==> config.mk <==
export PLATFORM = sky130hd
export DESIGN_NAME = simon_playback_ctrl
export DESIGN_NICKNAME = d
export VERILOG_FILES = /design/src/rtl/simon_playback_ctrl.sv
export SDC_FILE = /design/constraint.sdc
export NUM_CORES = 1
export LEC_CHECK = 0
export ABC_AREA = 1
export CORE_ASPECT_RATIO = 0.6
export CORE_MARGIN = 2
export CORE_UTILIZATION = 30
export CTS_CLUSTER_DIAMETER = 40
export CTS_CLUSTER_SIZE = 12
export DETAILED_ROUTE_END_ITERATION = 10
export GPL_TIMING_DRIVEN = 0
export SLEW_MARGIN = 20
export SYNTH_ARGS = -nofsm -noshare
export SYNTH_HDL_FRONTEND = slang
export SYNTH_SLANG_ARGS = --single-unit
==> constraint.sdc <==
create_clock -name clk -period 1.9 [get_ports clk]
set_clock_uncertainty 0.1 [all_clocks]
set_input_delay 0.475 -clock clk [delete_from_list [all_inputs] [get_ports clk]]
set_output_delay 0.475 -clock clk [all_outputs]
set_load 0.005 [all_outputs]
==> src/rtl/simon_playback_ctrl.sv <==
// Playback sequencer for the Simon game: walks the stored pattern and shows each
// entry on the one-hot LEDs for ON_TICKS ticks, followed by an OFF_TICKS blank gap.
module simon_playback_ctrl #(
    parameter int DEPTH     = 4,
    parameter int AW        = 4,
    parameter int ON_TICKS  = 2,
    parameter int OFF_TICKS = 1
) (
    input  logic          clk,
    input  logic          reset,
    input  logic          tick,
    input  logic          start,
    input  logic          abort,
    input  logic [AW:0]   length,
    output logic [AW-1:0] rd_addr,
    input  logic [1:0]    rd_data,
    output logic [3:0]    led,
    output logic          busy,
    output logic          done
);

    typedef enum logic [2:0] {IDLE, FETCH, LATCH, ON, OFF, DONE} state_t;

    localparam logic [AW:0] DEPTH_W  = (AW+1)'(DEPTH);
    localparam logic [AW:0] ONE_W    = (AW+1)'(1);
    localparam logic [7:0]  ON_LOAD  = 8'(ON_TICKS);
    localparam logic [7:0]  OFF_LOAD = 8'(OFF_TICKS);

    state_t        state, state_next;
    logic [AW-1:0] idx, idx_next;
    logic [AW:0]   len_eff, len_eff_next;
    logic [1:0]    cur, cur_next;
    logic [7:0]    counter, counter_next;
    logic [3:0]    led_next;
    logic          busy_next, done_next;
    logic [AW-1:0] rd_addr_next;
    logic          entry_end;
    logic          last_entry;

    // len_eff never exceeds DEPTH, so stopping at len_eff-1 keeps idx inside memory
    assign last_entry = ({1'b0, idx} == (len_eff - ONE_W));

    always_ff @(posedge clk) begin
        if (!reset) begin
            state   <= IDLE;
            idx     <= '0;
            len_eff <= '0;
            cur     <= '0;
            counter <= '0;
            led     <= '0;
            busy    <= 1'b0;
            done    <= 1'b0;
            rd_addr <= '0;
        end else begin
            state   <= state_next;
            idx     <= idx_next;
            len_eff <= len_eff_next;
            cur     <= cur_next;
            counter <= counter_next;
            led     <= led_next;
            busy    <= busy_next;
            done    <= done_next;
            rd_addr <= rd_addr_next;
        end
    end

    always_comb begin
        state_next   = state;
        idx_next     = idx;
        len_eff_next = len_eff;
        cur_next     = cur;
        counter_next = counter;
        entry_end    = 1'b0;
        case (state)
            IDLE: begin
                if (start && !abort) begin
                    len_eff_next = (length > DEPTH_W) ? DEPTH_W : length;
                    idx_next     = '0;
                    state_next   = (len_eff_next == '0) ? DONE : FETCH;
                end
            end
            FETCH: state_next = LATCH;
            LATCH: begin
                cur_next     = rd_data;
                counter_next = ON_LOAD;
                state_next   = ON;
            end
            ON: begin
                if (tick) begin
                    counter_next = counter - 8'd1;
                    if (counter == 8'd1) begin
                        if (OFF_TICKS > 0) begin
                            counter_next = OFF_LOAD;
                            state_next   = OFF;
                        end else begin
                            entry_end = 1'b1;
                        end
                    end
                end
            end
            OFF: begin
                if (tick) begin
                    counter_next = counter - 8'd1;
                    if (counter == 8'd1) begin
                        entry_end = 1'b1;
                    end
                end
            end
            DONE: state_next = IDLE;
            default: state_next = IDLE;
        endcase

        if (entry_end) begin
            if (last_entry) begin
                state_next = DONE;
            end else begin
                idx_next   = idx + 1'b1;
                state_next = FETCH;
            end
        end

        if (abort && state != IDLE) begin
            state_next = IDLE;
        end
    end

    // Outputs are computed from the upcoming state so every output leaves a flop
    always_comb begin
        led_next     = (state_next == ON) ? (4'b0001 << cur_next) : 4'b0000;
        busy_next    = (state_next inside {FETCH, LATCH, ON, OFF});
        done_next    = (state_next == DONE);
        rd_addr_next = (state_next == FETCH) ? idx_next : rd_addr;
    end

endmodule

==> key figures <==
Setup path
  • WP data arrival: between 1.5 and 2 ns
  • RR Startpoint: len_eff[0]$_SDFFE_PN0P_
  • R2R setup slack: 0.06 ns
  • Largest delay share family, worst path: simple AND/OR/NAND/NOR gates
  • Worst-path cell chain: clkdlybuf4s50_1 > nand2_1 > nor2_4 > buf_6 > nor2_4 > nand3_2 > nand2_4 > nor2_4 > nand2_4 > nor2_1 > nor2_1
  • Worst R2R End: rd_addr[2]$_SDFFE_PN0N_
  • Setup crit end kind: flip-flop
  • Crit path top cell by count: nor2_4
  • CP required: 1.98 ns
  • FF-to-FF path depth: 13
  • Crit Path Max Fanout: 10
  • Slowest CP cell: clkdlybuf4s50_1
  • Worst setup SP type: input port
  • WS Path Type: input port to flip-flop
  • WP depth: 11
  • Delay of the slowest critical-path stage: 0.47 ns
  • Crit path buf inv count: 2

Placement
  • Detailed placement HPWL: between 3000 and 4000 um
  • GPL Wtd Cong: 0.829
  • DP Cell Count: 360
  • Port Buf Inserts: 20

Global route
  • GRT overflow: 0
  • Largest net degree at the start of global routing: 11
  • Vias in the first global route: 1,447
  • Initial antenna violation count: 0
  • Total GRT Usage: 0.126
  • First-pass GRT wire length: ~6700 um

Outcome
  • Outcome: finished, final reports clean

Power and ir drop
  • Maximum VDD drop: 0.281 mV
  • Leakage: 0.980 nW
  • PD cells: 693 nW/um2

Route
  • Vias after detailed routing: roughly 1,600
  • Vias per inst: 4.25
  • Post-DRT Antenna Nets: 0
  • Total Wirelength: 3950 um
  • DRT Pass-1 Iters: 4
  • Routed WL per cell: between 10 and 15 um
  • DRC Markers: 0
  • Initial DRC Count: 57

Timing
  • Final worst-path cycle share: 0.975
  • Slew Limit Headroom: 0.665
  • Final hold slack: 0.357 ns
  • Final min period: 1.85 ns
  • Final setup violation count: 0
  • Max Fclk: 0.540 GHz
  • Max Slew Vio Count: 0
  • Setup_tns: 0 ns
  • Worst Tran Pin Value: 0.503 ns
  • Final hold vios: 0
  • Unrepaired setup endpoints after global routing: yes

CTS
  • Clock buffer depth: 2
  • Clock sinks: 32
  • Cts-stage hold buffer count: 0
  • Clock latency on the worst-skew pair: 0.28 ns
  • CTS tree: yes
  • Root Buffer Master: clkbuf_8
  • Worst-path clk slew: 0.07 ns
  • H-tree depth: 2
  • Total clock buffers created by CTS: 5

Cells and area
  • Commonest non-fill, non-tap cells in the layout: 55 x nand2_1, 39 x nor2_1, 36 x inv_1, 31 x dfxtp_1, 19 x clkdlybuf4s50_1
  • Share of layout cells above drive strength 1: 0.176
  • Most common cell after layout, fill and taps aside: nand2_1
  • # fillers: 602
  • Ant diodes: 0
  • Nets: between 300 and 400
  • Layout Cells excl Fill: 369
  • P&R area growth vs syn: 24.8%

Job
  • Max-cap viol count: 0

Logic synthesis
  • Syn Inst Count: 260
  • Yosys cell types: 33
  • Total nets after synthesis: approximately 280
  • Synth Flop Type: dfxtp_1
  • Syn avg cell area: between 6 and 7 um2
  • Synthesized flop and latch total: 32
  • FFs w/ async S/R, synth: 0
  • Ys Warns: 0
  • Seq/Total Area, Yosys: 0.354
  • Synth Cell Area: 1810 um2
  • EDFF count, synth: 0

Floorplanning
  • # rows: 21
  • Die span in x: 104 um
  • # IOs: 22
  • Std-Cell Core Area: 5700 um2
  • Starting Density: 0.318
  • Die area: between 6000 and 7000 um2
  • Die height: ~64 um

Worst hold path
  • Hold_sp: reset
  • Worst hold endpoint: rd_addr[3]$_SDFFE_PN0N_
  • Tightest Hold Check Type: input port to flip-flop
  • WHS Path Cells: 3
per-stage QoR:
| stage | util | worst slack, ns | cell area, um2 | total power (W) |
|---|---|---|---|---|
| after global placement | 0.370 | -0.331 | 2110 | 0.000930 |
| after floorplan | - | 0.134 | 1810 | 0.000859 |
| after detailed placement | 0.370 | -0.345 | 2110 | 0.000932 |
| after CTS | 0.390 | 0.00534 | 2220 | 0.00159 |
| final | 0.396 | 0.0483 | 2260 | 0.00157 |
| after global routing | 0.396 | -0.0976 | 2260 | 0.00165 |
sequential cells by signal, summed over array words and instances (netlist names):
| name | cells |
|---|---|
| counter | 8 |
| len_eff | 5 |
| idx | 4 |
| busy | 1 |
| led | 4 |
| rd_addr | 4 |
| state | 3 |
| done | 1 |
| cur | 2 |
cell usage after synthesis, types with 2 or more instances:
library cell | count | area, um2
a211oi_1 | 2 | 15.0
a21oi_1 | 10 | 50.1
buf_6 | 2 | 22.5
dfxtp_1 | 32 | 641
ha_1 | 4 | 50.1
inv_1 | 39 | 146
inv_2 | 3 | 11.3
nand2_1 | 56 | 210
nand2_2 | 4 | 25.0
nand2_4 | 5 | 56.3
nand3_1 | 14 | 70.1
nand3_2 | 2 | 20.0
nand4_1 | 2 | 12.5
nor2_1 | 42 | 158
nor2_2 | 2 | 12.5
nor2_4 | 6 | 67.6
nor3_1 | 10 | 50.1
o21a_1 | 2 | 15.0
o21ai_0 | 5 | 25.0
o21ai_1 | 2 | 10.0
or2_2 | 3 | 18.8
xor2_1 | 2 | 17.5
area by class of cell:
cell class                 count  area, um2  share of cell area
buffer                         3       26.3              0.0116
clock buffer                   6       72.6              0.0321
clock inverter                 2       35.0              0.0155
inverter                      44        169              0.0748
multi-input combinational    181       1010               0.446
sequential                    32        642               0.284
tap                           80        100              0.0443
timing repair buffer          21        206              0.0914
worst max path at each step:
stage | end | from
global placement | rd_addr[1]$_SDFFE_PN0N_ | abort
finish | rd_addr[0]$_SDFFE_PN0N_ | start
floorplan | rd_addr[0]$_SDFFE_PN0N_ | len_eff[0]$_SDFFE_PN0P_
CTS | rd_addr[2]$_SDFFE_PN0N_ | len_eff[0]$_SDFFE_PN0P_
global route | rd_addr[2]$_SDFFE_PN0N_ | len_eff[0]$_SDFFE_PN0P_
detailed placement | rd_addr[2]$_SDFFE_PN0N_ | abort
where the power goes:
group / internal (W) / switching (W) / total, W
Clock: 0.000389 / 0.000257 / 0.000646
Sequential: 0.000693 / 0.0000160 / 0.000709
Combinational: 0.0000917 / 0.000119 / 0.000211
Total: 0.00117 / 0.000392 / 0.00157
worst register-to-register path, stage by stage (launching register included):
cell     delay, ns
dfxtp_2       0.35
inv_4         0.05
ha_4          0.27
nor2_2        0.04
nor2_2        0.12
nand2_1       0.08
nor2_2        0.12
nand3_2       0.14
nand2_1       0.10
nand2_1       0.05
nand2_1       0.07
nand2_1       0.08
nor2_1        0.12
nor2_1        0.05
metal layers:
metal / global-route usage / up-vias / wire length, um
li1: - / 866 / -
met2: 0.167 / 21 / 1430
met4: 0.0203 / 0 / 21
met3: 0.0408 / 2 / 169
met5: 0 / - / 0
met1: 0.193 / 680 / 2320
cell families after synthesis:
| kind of cell | after synthesis | share of synthesized area |
|---|---|---|
| DFF | 32 | 0.354 |
| buffers and inverters | 47 | 0.106 |
| AOI/OAI and AO/OA | 23 | 0.0712 |
| xor gates and xnor gates | 2 | 0.00968 |
| adders and majority gates | 4 | 0.0276 |
| and+or+nand+nor | 152 | 0.431 |
repair_timing:
action,CTS,global route
pin swaps,2,10
setup buffers,0,1
setup endpoints to repair,7,9
resized for setup,4,10
cloned,0,0
(Power assumes the default switching activity.)
